===== src/rtl/popcnt_seq.sv =====
// popcnt_seq: multi-cycle population counter, one SEG-bit segment per cycle.
// Ports: clk, reset (sync, active-high), in_valid/in_ready/in,
//   flush, busy, out_valid/out_ready/out (count of bits equal to ACT).

`ifndef High
`define High 1'b1
`endif
`ifndef Low
`define Low 1'b0
`endif

// Combinational count of bits in a W-bit word equal to ACT.
module cnt_bits #(
  parameter int   W   = 32,
  parameter logic ACT = 1'b1,
  parameter int   CW  = $clog2(W + 1)
) (
  input  logic [W-1:0]  bits,
  output logic [CW-1:0] cnt
);

  always_comb begin
    cnt = '0;
    for (int i = 0; i < W; i++) begin
      if (bits[i] == ACT) cnt = cnt + CW'(1);
    end
  end

endmodule

module popcnt_seq #(
  parameter int   IN  = 256,
  parameter int   SEG = 32,
  parameter logic ACT = `High,
  parameter int   OUT = $clog2(IN) + 1
) (
  input  logic           clk,
  input  logic           reset,
  input  logic           in_valid,
  output logic           in_ready,
  input  logic [IN-1:0]  in,
  input  logic           flush,
  output logic           busy,
  output logic           out_valid,
  input  logic           out_ready,
  output logic [OUT-1:0] out
);

  localparam int NSEG = (IN + SEG - 1) / SEG;
  localparam int PW   = NSEG * SEG;
  localparam int IDXW = (NSEG > 1) ? $clog2(NSEG) : 1;
  localparam int CW   = $clog2(SEG + 1);
  localparam logic [IDXW-1:0] LAST = IDXW'(NSEG - 1);

  typedef enum logic [1:0] {
    IDLE = 2'd0,
    RUN  = 2'd1,
    DONE = 2'd2
  } state_t;

  state_t          state_q, state_d;
  logic [PW-1:0]   buf_q, buf_d;
  logic [IDXW-1:0] idx_q, idx_d;
  logic [OUT-1:0]  acc_q, acc_d;
  logic [OUT-1:0]  out_q, out_d;
  logic            out_valid_q, out_valid_d;
  logic            busy_q;
  logic            in_ready_q;

  logic [PW-1:0]   pad_in;
  logic [CW-1:0]   seg_cnt;
  logic [OUT-1:0]  acc_sum;

  // Unused high bits of the last segment hold ~ACT so they never count.
  always_comb begin
    pad_in         = {PW{~ACT}};
    pad_in[IN-1:0] = in;
  end

  // The buffer shifts down one segment per RUN cycle,
  // so the current segment is always at the bottom.
  cnt_bits #(
    .W   (SEG),
    .ACT (ACT),
    .CW  (CW)
  ) u_cnt (
    .bits (buf_q[SEG-1:0]),
    .cnt  (seg_cnt)
  );

  assign acc_sum = acc_q + OUT'(seg_cnt);

  always_comb begin
    state_d     = state_q;
    buf_d       = buf_q;
    idx_d       = idx_q;
    acc_d       = acc_q;
    out_d       = out_q;
    out_valid_d = out_valid_q;
    unique case (state_q)
      IDLE: begin
        if (in_valid && !flush) begin
          buf_d   = pad_in;
          idx_d   = '0;
          acc_d   = '0;
          state_d = RUN;
        end
      end
      RUN: begin
        acc_d = acc_sum;
        buf_d = buf_q >> SEG;
        idx_d = idx_q + IDXW'(1);
        if (idx_q == LAST) begin
          idx_d       = '0;
          out_d       = acc_sum;
          out_valid_d = 1'b1;
          state_d     = DONE;
        end
      end
      DONE: begin
        if (out_ready) begin
          out_valid_d = 1'b0;
          state_d     = IDLE;
        end
      end
      default: begin
        state_d     = IDLE;
        out_valid_d = 1'b0;
      end
    endcase
    // Abort has priority over every handshake.
    if (flush) begin
      state_d     = IDLE;
      out_valid_d = 1'b0;
      idx_d       = '0;
      acc_d       = '0;
    end
  end

  always_ff @(posedge clk) begin
    if (reset) begin
      state_q     <= IDLE;
      buf_q       <= '0;
      idx_q       <= '0;
      acc_q       <= '0;
      out_q       <= '0;
      out_valid_q <= 1'b0;
      busy_q      <= 1'b0;
      in_ready_q  <= 1'b1;
    end else begin
      state_q     <= state_d;
      buf_q       <= buf_d;
      idx_q       <= idx_d;
      acc_q       <= acc_d;
      out_q       <= out_d;
      out_valid_q <= out_valid_d;
      busy_q      <= (state_d != IDLE);
      in_ready_q  <= (state_d == IDLE);
    end
  end

  assign in_ready  = in_ready_q;
  assign busy      = busy_q;
  assign out_valid = out_valid_q;
  assign out       = out_q;

endmodule


===== config.mk =====
export PLATFORM = sky130hd
export DESIGN_NAME = popcnt_seq
export DESIGN_NICKNAME = d
export VERILOG_FILES = /design/src/rtl/popcnt_seq.sv
export SDC_FILE = /design/constraint.sdc
export NUM_CORES = 1
export LEC_CHECK = 0
export BUFFER_PORTS_ARGS = -buffer_cell sky130_fd_sc_hd__buf_2
export CAP_MARGIN = 20
export CORE_MARGIN = 2
export CORE_UTILIZATION = 58
export CTS_CLUSTER_DIAMETER = 60
export DETAILED_ROUTE_END_ITERATION = 10
export GPL_TIMING_DRIVEN = 0
export MAX_ROUTING_LAYER = met4
export PLACE_DENSITY_LB_ADDON = 0.25
export SETUP_SLACK_MARGIN = 0.5
export SYNTH_ARGS = -nofsm -noshare
export SYNTH_HDL_FRONTEND = slang
export SYNTH_SLANG_ARGS = --single-unit

===== constraint.sdc =====
create_clock -name clk -period 22.7 [get_ports clk]
set_clock_uncertainty 0.05 [all_clocks]
set_input_delay 1.135 -clock clk [delete_from_list [all_inputs] [get_ports clk]]
set_output_delay 1.135 -clock clk [all_outputs]
set_load 0.005 [all_outputs]

==> summary.md <==
| Metric | Value |
|---|---|
| Status | `finished clean` |
| Largest net degree at the start of global routing | `15` |
| Area of the die | `0.03033 mm²` |
| Synth warn | `0` |
| Clk_lat worst skew | `0.54 ns` |
| R2r endpoint | `out[8]` |
| Commonest non-fill, non-tap cell in the layout | `nand2_1` |
| Deepest clock path buffer count | `3` |
| Max Cap Violations | `0` |
| Mapped Cells | `2182` |
| Clock Root Buffer | `clkbuf_16` |
| Setup CP Type | `reg -> reg` |
| Switch share | `0.4263` |
| Final ANT Viol Nets | `0` |
| RSZ-0062 raised after global routing | `no` |
| PortBufs | `271` |
| Part of the power in registers | `0.232` |
| Routability cong. | `0.9874` |
| IO Count | `273` |
| First-pass DRT Iterations | `6` |
| Seq/Total Area, Yosys | `0.3362` |
| Core footprint | `0.02863 mm²` |
| Total negative setup slack | `0 ns` |
| Initial Util | `0.5867` |
| Minimum clock period | `19.64 ns` |
| Clock group share of total power | `0.187` |
| Synth area leader | `dfxtp_1` |
| TritonCTS clock tree | `done` |
| Ys async rst share | `0` |
| Share of cells above drive strength 1 | `0.1501` |
| Max frequency | `50.92 MHz` |
| Clock sinks | `282` |
| FILL cells | `2505` |
| Final core utilization | `0.6817` |
| Slowest CP cell | `or4_1` |
| Total Nets Final | `2785` |
| Synth top area share | `0.3362` |
| Total CTS buffers | `27` |
| Top FF cell, synth | `dfxtp_1` |
| P_sw | `1021 µW` |
| Final Cycle Share | `0.8651` |
| Total wire length | `51.42 mm` |
| GRT Total Usage | `0.3341` |
| Relative slew slack | `0.2932` |
| Die Wd | `174.2 µm` |
| Pwr dens | `122.7 mW/mm²` |
| Pleak | `0.007866 µW` |
| Initial antenna violation count | `9` |
| Final setup viols | `0` |
| Worst reg2reg path startpoint | `buf_q[0]` |
| FF-to-FF path depth | `95` |
| Slew Viols, Final | `0` |
| H-Tree Depth | `1` |
| Mapped Area | `0.01679 mm²` |
| Die height | `174.2 µm` |
| CP most frequent cell | `ha_1` |
| Element type at the critical path end | `flip-flop` |
| Routed len/inst | `17.78 µm` |
| Fin worst setup slack | `3.062 ns` |
| Hold-fix buffer count after cts | `0` |
| Critical Path AT | `20.05 ns` |
| HPWL after detailed placement | `40.43 mm` |
| First-pass GRT wire length | `80.19 mm` |
| Reg2reg setup slack | `3.06 ns` |
| Syn Area/Cell | `7.696 µm²` |
| Hold/Removal Path Class | `reg -> reg` |
| #FFs+latches synth | `282` |
| Area Growth Syn to Fin | `16.20%` |
| Vias in the first global route | `16190` |
| Post-cts sizing count | `0` |
| Slowest stage delay, CP | `0.53 ns` |
| Post-synthesis cell type count | `87` |
| Worst-path clk slew | `0.07 ns` |
| Drt via density | `5.881` |
| Commonest non-fill, non-tap cells in the layout | `547 x nand2_1, 331 x nor2_1, 282 x dfxtp_1` |
| Worst Tran Pin Value | `1.056 ns` |
| Critical Path Sink | `out[8]` |
| Comb pwr share | `0.581` |
| DRC viols | `0` |
| Num rows | `62` |
| Iteration-0 DRC Markers | `1365` |
| Via count | `17010` |
| Post-synth net total | `2485` |
| Worst EP required | `23.11 ns` |
| GR Overflow Total | `0` |
| EDFF count, synth | `0` |
| Max VDD drop | `0.00008657 V` |
| Worst Path Max Fanout | `10` |
| CP Launch Type | `flip-flop` |
| P_int | `1374 µW` |
| Post CTS Setup Buffer Count | `0` |
| Place WS | `3.469 ns` |
| Final hold violations | `0` |
| Top area cells in the synthesized netlist | `dfxtp_1 34%, nand2_1 12%, a311oi_1 12%` |
| Worst Hold Slack | `0.4089 ns` |
| Critical Path Source | `buf_q[0]` |
cells in the mapped netlist, types with 5 or more instances:
cell type / number
ha_1: 41
nor2b_1: 15
xor2_1: 51
clkbuf_1: 161
nor3_1: 14
and2_1: 10
xnor3_1: 11
o211ai_1: 6
a22oi_1: 42
nand2_1: 547
nand2b_1: 14
a21oi_1: 50
o21ai_0: 32
o31ai_1: 7
or3_1: 7
xnor2_2: 9
nand4_1: 7
nand3_1: 27
mux2i_1: 19
nor2_1: 331
a31oi_1: 8
o21a_1: 6
a311oi_1: 228
and3_1: 8
dfxtp_1: 282
nor4_1: 5
mux2_2: 7
xnor2_1: 74
a21o_1: 6
or2_2: 7
inv_1: 30
o22ai_1: 7
buf_2: 7
area by class of cell:
| type | instances | area (µm²) | share of cell area |
|---|---|---|---|
| Inverter | 32 | 120.1 | 0.006155 |
| Buffer | 175 | 680.7 | 0.03488 |
| Timing Repair Buffer | 271 | 1356 | 0.06950 |
| Clock inverter | 6 | 57.56 | 0.002949 |
| Antenna cell | 9 | 22.52 | 0.001154 |
| Sequential cell | 282 | 5645 | 0.2893 |
| Multi-Input combinational cell | 1693 | 10350 | 0.5302 |
| Clock buffer | 40 | 804.5 | 0.04123 |
| Tap cell | 384 | 480.5 | 0.02462 |
metrics by stage:
step	area (µm²)	power [µW]	cells
after floorplan	16790	1669	2182
after global placement	18630	1890	2837
after detailed placement	18630	1929	2837
after CTS	19490	2382	2883
after global routing	19520	2559	2892
final	19520	2394	2892
per-layer routing:
| metal | global-route usage | up-vias | share of wire |
|---|---|---|---|
| met5 | - | - | 0 |
| met4 | 0.1320 | 0 | 0.040 |
| met3 | 0.03368 | 115 | 0.059 |
| met2 | 0.5862 | 652 | 0.50 |
| met1 | 0.3938 | 7967 | 0.40 |
| li1 | - | 8275 | - |
kinds of logic after synthesis:
kind of cell	after synthesis	share of synthesized area
mux	29	0.01959
buf+inv	207	0.04768
compound gates	441	0.2050
flops	282	0.3362
xor+xnor	159	0.1083
simple gates	1022	0.2516
fa+ha+maj	42	0.03174
flip-flops by register name (all words and copies together) (netlist names):
register	flops
in_ready	1
acc_q	9
busy	1
buf_q	256
idx_q	3
out	9
state_q	2
out_valid	1
power by group through the flow:
| stage | clock network, µW | registers (µW) | logic [µW] |
|---|---|---|---|
| detailed placement | 0 | 566 | 1360 |
| CTS | 447 | 555 | 1380 |
| global placement | 0 | 565 | 1320 |
| finish | 448 | 556 | 1390 |
| floorplan | 0 | 557 | 1110 |
| global route | 467 | 559 | 1530 |
worst min-delay path by stage:
stage | startpoint | to | slack, ns | cells after the start
finish | out[4] | out[4] | 0.41 | 2
CTS | out[3] | out[3] | 0.41 | 2
global route | out[4] | out[4] | 0.43 | 2
global placement | out_valid | out_valid | 0.39 | 2
detailed placement | out[3] | out[3] | 0.40 | 2
floorplan | out[6] | out[6] | 0.40 | 2
worst max-delay path: cells and delay by family, from the launching register on:
family | cells | cell delay [ns]
flops | 1 | 0.38
compound gates | 28 | 5.06
xor+xnor | 11 | 2.06
buf+inv | 5 | 0.50
mux | 7 | 1.99
simple gates | 26 | 4.23
fa+ha+maj | 18 | 5.30
No activity file was read; power rests on OpenSTA's default activity.
